### src/rtl/mips_cpu_pkg.sv
// Shared types and constants for the multi-cycle MIPS control FSM:
// state encoding, opcode/funct values, reset vector and decode helpers.
package mips_cpu_pkg;

    typedef enum logic [1:0] {
        ST_FETCH  = 2'd0,
        ST_EXEC   = 2'd1,
        ST_MEM    = 2'd2,
        ST_HALTED = 2'd3
    } state_t;

    localparam logic [31:0] RESET_VECTOR = 32'hBFC0_0000;

    localparam logic [5:0] OP_RTYPE  = 6'h00;
    localparam logic [5:0] OP_REGIMM = 6'h01;
    localparam logic [5:0] OP_J      = 6'h02;
    localparam logic [5:0] OP_JAL    = 6'h03;
    localparam logic [5:0] OP_BEQ    = 6'h04;
    localparam logic [5:0] OP_BGTZ   = 6'h07;
    localparam logic [5:0] OP_ADDIU  = 6'h09;
    localparam logic [5:0] OP_LUI    = 6'h0F;
    localparam logic [5:0] OP_LB     = 6'h20;
    localparam logic [5:0] OP_LH     = 6'h21;
    localparam logic [5:0] OP_LBU    = 6'h24;
    localparam logic [5:0] OP_LHU    = 6'h25;
    localparam logic [5:0] OP_LWR    = 6'h26;
    localparam logic [5:0] OP_SB     = 6'h28;
    localparam logic [5:0] OP_SH     = 6'h29;
    localparam logic [5:0] OP_SW     = 6'h2B;

    localparam logic [5:0] FN_JR   = 6'h08;
    localparam logic [5:0] FN_JALR = 6'h09;

    function automatic logic is_load(input logic [5:0] op);
        return (op >= OP_LB) && (op <= OP_LWR);
    endfunction

    function automatic logic is_store(input logic [5:0] op);
        return (op >= OP_SB) && (op <= OP_SW);
    endfunction

    // Byte lanes for a data access; sub-word lanes move up with the low address bits.
    function automatic logic [3:0] mem_byteenable(input logic [5:0] op, input logic [1:0] ofs);
        case (op)
            OP_LB, OP_LBU, OP_SB: return 4'b0001 << ofs;
            OP_LH, OP_LHU, OP_SH: return 4'b0011 << ofs;
            default:              return 4'b1111;
        endcase
    endfunction

endpackage

### src/rtl/mips_cpu_pc.sv
// Program-counter pair (pc / pc_next) implementing the branch delay slot,
// together with the branch/jump decision and target selection.
module mips_cpu_pc
    import mips_cpu_pkg::*;
(
    input  logic        clk_i,
    input  logic        reset_i,
    input  logic        advance_i,
    input  logic        sig_branch_i,
    input  logic [31:0] instr_i,
    input  logic [31:0] rs_content_i,
    output logic [31:0] pc_o,
    output logic [31:0] pc_next_o
);

    logic [31:0] pc_q;
    logic [31:0] pc_next_q;
    logic [31:0] pc_plus4;
    logic [31:0] branch_target;
    logic [31:0] jump_target;
    logic [31:0] target;
    logic [5:0]  opcode;
    logic [5:0]  funct;
    logic        taken;

    assign opcode        = instr_i[31:26];
    assign funct         = instr_i[5:0];
    assign pc_plus4      = pc_q + 32'd4;
    assign branch_target = pc_plus4 + {{14{instr_i[15]}}, instr_i[15:0], 2'b00};
    assign jump_target   = {pc_plus4[31:28], instr_i[25:0], 2'b00};

    // Decide whether the instruction in IR redirects control flow, and where to.
    always_comb begin
        taken  = 1'b0;
        target = branch_target;
        if ((opcode == OP_J) || (opcode == OP_JAL)) begin
            taken  = 1'b1;
            target = jump_target;
        end else if ((opcode == OP_RTYPE) && ((funct == FN_JR) || (funct == FN_JALR))) begin
            taken  = 1'b1;
            target = rs_content_i;
        end else if ((opcode == OP_REGIMM) || ((opcode >= OP_BEQ) && (opcode <= OP_BGTZ))) begin
            taken  = sig_branch_i;
        end
    end

    // Shift the pair when EXEC retires: the delay slot always runs before the target.
    always_ff @(posedge clk_i) begin
        if (reset_i) begin
            pc_q      <= RESET_VECTOR;
            pc_next_q <= RESET_VECTOR + 32'd4;
        end else if (advance_i) begin
            pc_q      <= pc_next_q;
            pc_next_q <= taken ? target : (pc_next_q + 32'd4);
        end
    end

    assign pc_o      = pc_q;
    assign pc_next_o = pc_next_q;

endmodule

### src/rtl/mips_cpu_control_fsm.sv
// Multi-cycle MIPS control FSM: FETCH / EXEC / MEM / HALTED sequencing,
// instruction register, bus strobes and register-file write strobe.
module mips_cpu_control_fsm
    import mips_cpu_pkg::*;
(
    input  logic        clk,
    input  logic        reset,
    input  logic        waitrequest,
    input  logic [31:0] readdata,
    input  logic        sig_branch,
    input  logic        link,
    input  logic [31:0] alu_result,
    input  logic [31:0] rs_content,
    output logic [31:0] instr,
    output logic [31:0] pc,
    output logic [31:0] address,
    output logic        read,
    output logic        write,
    output logic [3:0]  byteenable,
    output logic        reg_we,
    output logic        active,
    output logic [1:0]  state
);

    state_t      state_q;
    logic [31:0] ir_q;
    logic        active_q;
    logic [31:0] pc_w;
    logic [31:0] pc_next_w;
    logic [5:0]  opcode;
    logic [5:0]  funct;
    logic        is_ld;
    logic        is_st;
    logic        exec_we;
    logic        advance;

    assign opcode  = ir_q[31:26];
    assign funct   = ir_q[5:0];
    assign is_ld   = is_load(opcode);
    assign is_st   = is_store(opcode);
    assign advance = (state_q == ST_EXEC) && !reset;

    assign exec_we = ((opcode == OP_RTYPE) && (funct != FN_JR))
                   || ((opcode >= OP_ADDIU) && (opcode <= OP_LUI))
                   || (opcode == OP_JAL)
                   || ((opcode == OP_REGIMM) && link);

    mips_cpu_pc u_pc (
        .clk_i        (clk),
        .reset_i      (reset),
        .advance_i    (advance),
        .sig_branch_i (sig_branch),
        .instr_i      (ir_q),
        .rs_content_i (rs_content),
        .pc_o         (pc_w),
        .pc_next_o    (pc_next_w)
    );

    // Sequencer: a transition that would fetch from address 0 halts instead.
    always_ff @(posedge clk) begin
        if (reset) begin
            state_q  <= ST_FETCH;
            ir_q     <= 32'd0;
            active_q <= 1'b1;
        end else begin
            case (state_q)
                ST_FETCH: begin
                    if (!waitrequest) begin
                        ir_q    <= readdata;
                        state_q <= ST_EXEC;
                    end
                end
                ST_EXEC: begin
                    if (is_ld || is_st) begin
                        state_q <= ST_MEM;
                    end else if (pc_next_w == 32'd0) begin
                        state_q  <= ST_HALTED;
                        active_q <= 1'b0;
                    end else begin
                        state_q <= ST_FETCH;
                    end
                end
                ST_MEM: begin
                    if (!waitrequest) begin
                        if (pc_w == 32'd0) begin
                            state_q  <= ST_HALTED;
                            active_q <= 1'b0;
                        end else begin
                            state_q <= ST_FETCH;
                        end
                    end
                end
                default: begin
                    state_q <= ST_HALTED;
                end
            endcase
        end
    end

    // Bus and write-strobe decode from the current state; reset kills all strobes at once.
    always_comb begin
        address    = pc_w;
        read       = 1'b0;
        write      = 1'b0;
        byteenable = 4'b1111;
        reg_we     = 1'b0;
        case (state_q)
            ST_FETCH: read = 1'b1;
            ST_EXEC:  reg_we = exec_we;
            ST_MEM: begin
                address    = {alu_result[31:2], 2'b00};
                byteenable = mem_byteenable(opcode, alu_result[1:0]);
                read       = is_ld;
                write      = is_st;
                reg_we     = is_ld && !waitrequest;
            end
            default: ;
        endcase
        if (reset) begin
            read   = 1'b0;
            write  = 1'b0;
            reg_we = 1'b0;
        end
    end

    assign instr  = ir_q;
    assign pc     = pc_w;
    assign active = active_q;
    assign state  = state_q;

endmodule

### config.mk
export PLATFORM = sky130hd
export DESIGN_NAME = mips_cpu_control_fsm
export DESIGN_NICKNAME = d
export VERILOG_FILES = /design/src/rtl/mips_cpu_pkg.sv /design/src/rtl/mips_cpu_pc.sv /design/src/rtl/mips_cpu_control_fsm.sv
export SDC_FILE = /design/constraint.sdc
export NUM_CORES = 1
export LEC_CHECK = 0
export ABC_AREA = 1
export CORE_ASPECT_RATIO = 0.6
export CORE_UTILIZATION = 40
export CTS_BUF_LIST = sky130_fd_sc_hd__clkbuf_2 sky130_fd_sc_hd__clkbuf_4 sky130_fd_sc_hd__clkbuf_8
export DETAILED_ROUTE_END_ITERATION = 8
export DONT_BUFFER_PORTS = 1
export PLACE_DENSITY_LB_ADDON = 0.05
export SYNTH_ARGS = -nofsm -noshare
export SYNTH_HDL_FRONTEND = slang
export SYNTH_SLANG_ARGS = --single-unit
### constraint.sdc
create_clock -name clk -period 2.8 [get_ports clk]
set_clock_uncertainty 0.1 [all_clocks]
set_input_delay 0.7 -clock clk [delete_from_list [all_inputs] [get_ports clk]]
set_output_delay 0.7 -clock clk [all_outputs]
set_load 0.02 [all_outputs]
==> results.py, run 1 <==
metrics = {
    "drt": {
        "wl_per_cell_um": 21.2,
        "ant_nets": 0,
        "firstDrtPassIters": 8,
        "drt_iter0_drc": 1229,
        "via_count": 10700,
        "drc": 10,
        "vias_per_cell": 5.46,
        "wl_um": 41700,
    },
    "floorplanning": {
        "core_mm2": 0.0212,
        "rows": 41,
        "die_x_um": 193,
        "initial_core_util": 0.412,
        "die_area_mm2": 0.0224,
        "die_h_um": 116,
        "pin_count": 207,
    },
    "sta": {
        "setup_ws_ns": -0.181,
        "fin_tns_setup_ns": -1.66,
        "holdWs_ns": 0.315,
        "setup_viol": 17,
        "min_period_ns": 2.98,
        "drv_slew": 0,
        "hold_viol": 0,
        "tightestPinTransition_ns": 0.758,
        "period_share": 1.06,
        "max_freq_mhz": 335,
        "maxSlewHeadroom": 0.494,
        "rsz0062_at_grt": "yes",
    },
    "logic_synthesis": {
        "synthTopCellsByCount": "364 x nand2_1, 192 x inv_1, 128 x o21ai_0",
        "synth_compound_area_frac": 0.175,
        "yosysUniqueCellTypes": 48,
        "yosysMostFrequentCell": "nand2_1",
        "synth_warnings": 0,
        "synthSimpleGateAreaFrac": 0.369,
        "synth_cells": 1430,
        "synth_seq_cells": 99,
        "netlist_area_mm2": 0.00873,
        "yosysSeqAreaShare": 0.227,
        "syn_nets": 1574,
        "synthAdderAreaFrac": 0.0625,
        "synth_top_family_by_area": "simple AND/OR/NAND/NOR gates",
        "synth_area_leaders": "dfxtp_1 23%, nand2_1 16%, inv_1 8.3%, o21ai_0 7.3%, ha_1 6.0%",
        "syn_area_per_cell_um2": 6.10,
        "synth_top_area_cell": "dfxtp_1",
        "muxShareOfSynthArea": 0,
        "synth_flop_cell": "dfxtp_1",
        "async_flop_share": 0,
        "synthDominantCellAreaShare": 0.227,
        "synth-edff-count": 0,
        "yosys.area_share.xor_xnor": 0.0552,
    },
    "clock_network": {
        "cts_buffers": 9,
        "cts-root-buf": "clkbuf_8",
        "cts-htree-levels": 3,
        "ctsHoldBuffers": 0,
        "clk_pin_slew_ns": 0.13,
        "tritoncts": "done",
        "cts_max_path_buffers": 2,
        "clk_latency_ns": 0.41,
        "cts.sinks": 99,
    },
    "setup_path": {
        "start_kind": "register",
        "r2r_start": "u_pc.pc_o[8]",
        "path_class": "register to register",
        "cp.required_ns": 3.01,
        "cp-end-kind": "register",
        "critPathMaxFanout": 4,
        "startpoint": "u_pc.pc_o[8]",
        "arrival_ns": 3.19,
    },
    "layout": {
        "final_cell_area_mm2": 0.0129,
        "nNetsFinal": 1829,
        "synthToLayoutAreaGrowth_pct": 47.8,
        "fin_util": 0.609,
        "fillCellCount": 2029,
        "drive_above_1_share": 0.383,
        "diodes": 0,
    },
    "min_path": {
        "hold_start": "readdata[4]",
        "min_path_type": "input pin to register",
    },
    "grt": {
        "grt_max_degree": 61,
        "grt_pass1_wl_um": 58700,
        "met1_usage": 0.538,
        "grt_pass1_vias": 9595,
        "overflow": 0,
        "busiest_layer": "met1",
        "grt_usage": 0.363,
        "antenna_found_initial": 0,
        "use_met3": 0.113,
        "grtUsageMet2": 0.502,
    },
    "place": {
        "dpl-instance-area_mm2": 0.0109,
        "gp_congestion": 0.986,
        "portBuffers": 0,
        "dp_hpwl_um": 32800,
    },
    "pwr": {
        "p_leak_nw": 6.07,
        "p_per_area_mw_per_mm2": 496,
        "ir_worst_vdd_uv": 311,
    },
    "run": {
        "maxCapViolations": 0,
    },
    "run_status": {
        "violations": "DRC, setup timing",
        "outcome": "complete, but fails checks",
    },
}
-- registers in the layout (all words and copies together), names as in the netlist --
signal and flops:
active 1, state 2, u_pc.pc_o 32, instr 32, u_pc.pc_next_o 32
-- path summary, 6_finish.rpt --
check                       endpoint  slack [ns]  cells after the start
setup reg to reg  u_pc.pc_next_o[29]       -0.18                     19
setup / recovery  u_pc.pc_next_o[29]       -0.18                     19
hold reg to reg            instr[31]        0.40                      2
hold / removal              instr[4]        0.32                      2
-- layout by cell type, fill, tap and decap left out, types with 9 or more instances in the layout --
| cell type | instances |
|---|---|
| nand4_1 | 29 |
| buf_4 | 274 |
| nand2_2 | 61 |
| clkbuf_8 | 9 |
| nor4_1 | 10 |
| ha_4 | 28 |
| nand2_1 | 286 |
| nor3_1 | 12 |
| nor3_2 | 14 |
| dfxtp_1 | 78 |
| o211ai_1 | 14 |
| a21oi_1 | 59 |
| nand2_4 | 24 |
| nor2_1 | 83 |
| inv_1 | 175 |
| nor2_2 | 27 |
| a22oi_1 | 12 |
| xor2_1 | 29 |
| nor2_4 | 31 |
| buf_6 | 12 |
| xor2_2 | 12 |
| nand3_1 | 72 |
| ha_1 | 10 |
| dfxtp_2 | 14 |
| o22ai_1 | 18 |
| inv_2 | 26 |
| a21oi_2 | 24 |
| o21ai_0 | 125 |
| nand3_2 | 22 |
-- metrics by stage --
stage / std cells / worst slack (ns) / total power, mW
after floorplan: 1430 / 0.0105 / 3.46
after global placement: 1930 / -0.431 / 4.66
after detailed placement: 1930 / -0.468 / 4.66
after CTS: 1956 / -0.161 / 6.06
after global routing: 1969 / -0.316 / 6.72
final: 1969 / -0.181 / 6.40
-- worst max-delay path, stage by stage, from the launching register on --
cell and delay [ns]:
dfxtp_2 0.37, buf_6 0.11, buf_4 0.10, nand4_1 0.20, buf_4 0.21, nor3_4 0.14, xor2_1 0.16, buf_4 0.16
ha_4 0.23, nand2_2 0.08, nand2_2 0.07, o21bai_1 0.20, a21oi_2 0.17, nor2_2 0.06, nor2_2 0.11, nand2_1 0.06
nand2_1 0.06, nand3_1 0.08, nand2_2 0.15, nand2_2 0.06
-- where the power goes --
group	total [mW]	leakage [nW]	switching, mW	internal, mW
registers	1.91	0.823	0.309	1.60
logic	3.42	5.15	2.11	1.30
clock network	1.07	0.105	0.631	0.444
-- cell type report --
class	instances	area, um2	area share
Clock buffer	10	131	0.0102
Clock inverter	6	77.6	0.00601
Inverter	205	771	0.0597
Multi-Input combinational cell	1081	7290	0.565
Sequential cell	99	2030	0.157
Tap cell	279	349	0.0271
Timing Repair Buffer	289	2250	0.175
-- logic make-up after synthesis --
| group | Yosys count |
|---|---|
| and+or+nand+nor | 703 |
| AOI/OAI and AO/OA | 280 |
| buffers and inverters | 250 |
| DFF | 99 |
| xor gates and xnor gates | 55 |
| adders and majority gates | 43 |
-- routing by layer --
layer | vias up | part of all wire
met5 | - | 0
li1 | 5177 | -
met2 | 482 | 0.40
met4 | 0 | 0.020
met3 | 56 | 0.11
met1 | 5034 | 0.46
-- timing repair --
action,4_1_cts,5_1_grt
setup buffers,11,13
cloned,0,0
pin swaps,70,97
setup endpoints to repair,25,28
resized for setup,201,167
Note: power is estimated with default switching activity, not from simulation.
==> run 2: changes to the inputs <==
Settings changed: CORE_ASPECT_RATIO 0.6 to 1.25.
==> run 2 against run 1 <==
Effect of this change: sequential power increased by 2%; via count is 1.4% lower; worst setup slack gained 0.020 ns; die area is essentially flat; cell count down 1.7%; the flow finishes with violations (setup timing); critical endpoint is now u_pc.pc_next_o[30]; total power decreased by 5.9%; largest power group unchanged; combinational power is 10% lower; design area down 6.3%; register-to-register slack improved by 0.02 ns; first-iteration DRC count shrank 35%; highest routed layer is now met5.
==> results.py, run 2 (synthesized netlist as in run 1, its figures left out) <==
metrics = {
    "setup_path": {
        "start_kind": "register",
        "cp.required_ns": 3.01,
        "path_class": "register to register",
        "cp_slowest_stage_delay_ns": 0.39,
        "crit_slowest_cell": "dfxtp_4",
        "worstPathCellList": "buf_6 -> nand3_4 -> nor2_4 -> nand2_2 -> nor2_4 -> nand3_2 -> inv_2 -> nand3_4 -> xor2_4 -> ha_4 -> nand2_4 -> nor2_4 -> nand2_1 -> nor2_1 -> nand2_1 -> nand3_1 -> nand3_1 -> nand2_1 -> nand2_1 -> nand2_1 -> nand2_1",
        "arrival_ns": 3.17,
        "r2r_start": "u_pc.pc_o[2]",
        "cp-end-kind": "register",
        "startpoint": "u_pc.pc_o[2]",
        "critPathMaxFanout": 5,
        "cp_common_cell": "nand2_1",
    },
    "sta": {
        "period_share": 1.06,
        "maxSlewHeadroom": 0.564,
        "rsz0062_at_grt": "yes",
        "setup_ws_ns": -0.161,
        "drv_slew": 0,
        "tightestPinTransition_ns": 0.653,
        "min_period_ns": 2.96,
        "hold_viol": 0,
        "setup_viol": 13,
        "max_freq_mhz": 338,
    },
    "grt": {
        "antenna_found_initial": 2,
        "grt_pass1_vias": 10100,
        "grt_max_degree": 59,
        "overflow": 0,
        "grt_usage": 0.352,
        "grt_pass1_wl_um": 59100,
    },
    "drt": {
        "firstDrtPassIters": 6,
        "drc": 0,
        "ant_nets": 0,
        "wl_um": 40200,
        "wl_per_cell_um": 20.7,
        "via_count": 10600,
        "vias_per_cell": 5.48,
        "drt_iter0_drc": 795,
    },
    "place": {
        "dp_hpwl_um": 32100,
        "portBuffers": 0,
        "dpl-instance-area_mm2": 0.0107,
        "gp_congestion": 0.959,
        "place_inst": 1896,
    },
    "layout": {
        "fin_util": 0.563,
        "fillCellCount": 2223,
        "diodes": 0,
        "synthToLayoutAreaGrowth_pct": 38.4,
        "register_area_mm2": 0.00203,
        "layout_commonest_cell": "nand2_1",
        "final_cell_mix": "310 x nand2_1, 244 x buf_4, 181 x inv_1",
        "final_cell_area_mm2": 0.0121,
        "nNetsFinal": 1797,
        "stdcell_count": 1936,
        "drive_above_1_share": 0.321,
        "multi_input_area_mm2": 0.00676,
    },
    "floorplanning": {
        "die_x_um": 134,
        "die_area_mm2": 0.0224,
        "core_mm2": 0.0215,
        "pin_count": 207,
        "die_h_um": 167,
        "rows": 60,
        "initial_core_util": 0.407,
    },
    "min_path": {
        "min_path_type": "input pin to register",
        "hold_start": "reset",
    },
    "pwr": {
        "p_per_area_mw_per_mm2": 498,
        "p_total_mw": 6.02,
        "p_leak_nw": 5.68,
        "ir_worst_vdd_uv": 367,
    },
    "clock_network": {
        "cts-htree-levels": 3,
        "cts.sinks": 99,
        "clk_latency_ns": 0.42,
        "cts_buffers": 9,
        "tritoncts": "done",
        "cts_max_path_buffers": 2,
        "cts-root-buf": "clkbuf_8",
        "clk_pin_slew_ns": 0.14,
    },
    "run": {
        "maxCapViolations": 0,
    },
    "run_status": {
        "outcome": "complete, but fails checks",
        "violations": "setup timing",
    },
}
[run 2: cell count changes in the layout (fill, tap and decap cells not counted), moves of 9 or more]
cell / delta
buf_4: -30
nand2_2: -9
nor2_4: -11
nand2_4: -13
ha_4: -11
ha_1: +14
nand2_1: +24
[run 2: worst paths after layout]
kind	cells after the start	to	slack (ns)
max	21	u_pc.pc_next_o[30]	-0.16
min	2	u_pc.pc_next_o[31]	0.29
max reg2reg	21	u_pc.pc_next_o[30]	-0.16
min reg2reg	2	u_pc.pc_o[1]	0.42
[run 2: per-layer routing]
| metal | routed length, um | share of wire | GRT usage |
|---|---|---|---|
| met1 | 17400 | 0.43 | 0.455 |
| met2 | 18800 | 0.47 | 0.584 |
| met3 | 2450 | 0.061 | 0.0542 |
| met4 | 1490 | 0.037 | 0.139 |
| met5 | 29 | 0.00072 | 0 |
[run 2: final cells by class]
type	instances	area share
flip-flops and latches	99	0.168
multi-input cells	1081	0.559
clock buffers	9	0.0102
repair buffers	257	0.165
well taps	279	0.0289
inverters	205	0.0640
clock inverters	6	0.00518
[run 2: power by group]
part | total (mW) | switching [mW] | internal (mW)
Clock | 1.00 | 0.662 | 0.341
Combinational | 3.07 | 1.90 | 1.17
Sequential | 1.95 | 0.348 | 1.60
Total | 6.02 | 2.91 | 3.11
[run 2: critical path: cells and delay by family, from the launching register on]
family | cells | cell delay, ns
buffers and inverters | 2 | 0.23
xor gates and xnor gates | 1 | 0.22
and+or+nand+nor | 17 | 1.61
adders and majority gates | 1 | 0.32
DFF | 1 | 0.39
[run 2: what timing repair did]
item,4_1_cts,5_1_grt
hold buffers,0,0
gates resized for setup,137,116
endpoints found under the setup margin,24,25
pin swaps,76,68
setup buffers,15,12
[run 2: through the flow]
step / setup slack (ns) / hold slack, ns / TNS, ns
3_3_place_gp: -0.571 / 0.399 / -4.18
3_5_place_dp: -0.614 / 0.407 / -4.84
6_report: -0.161 / 0.290 / -1.40
2_1_floorplan: 0.0105 / 0.367 / 0
4_1_cts: -0.164 / 0.296 / -1.42
5_1_grt: -0.342 / 0.303 / -3.78
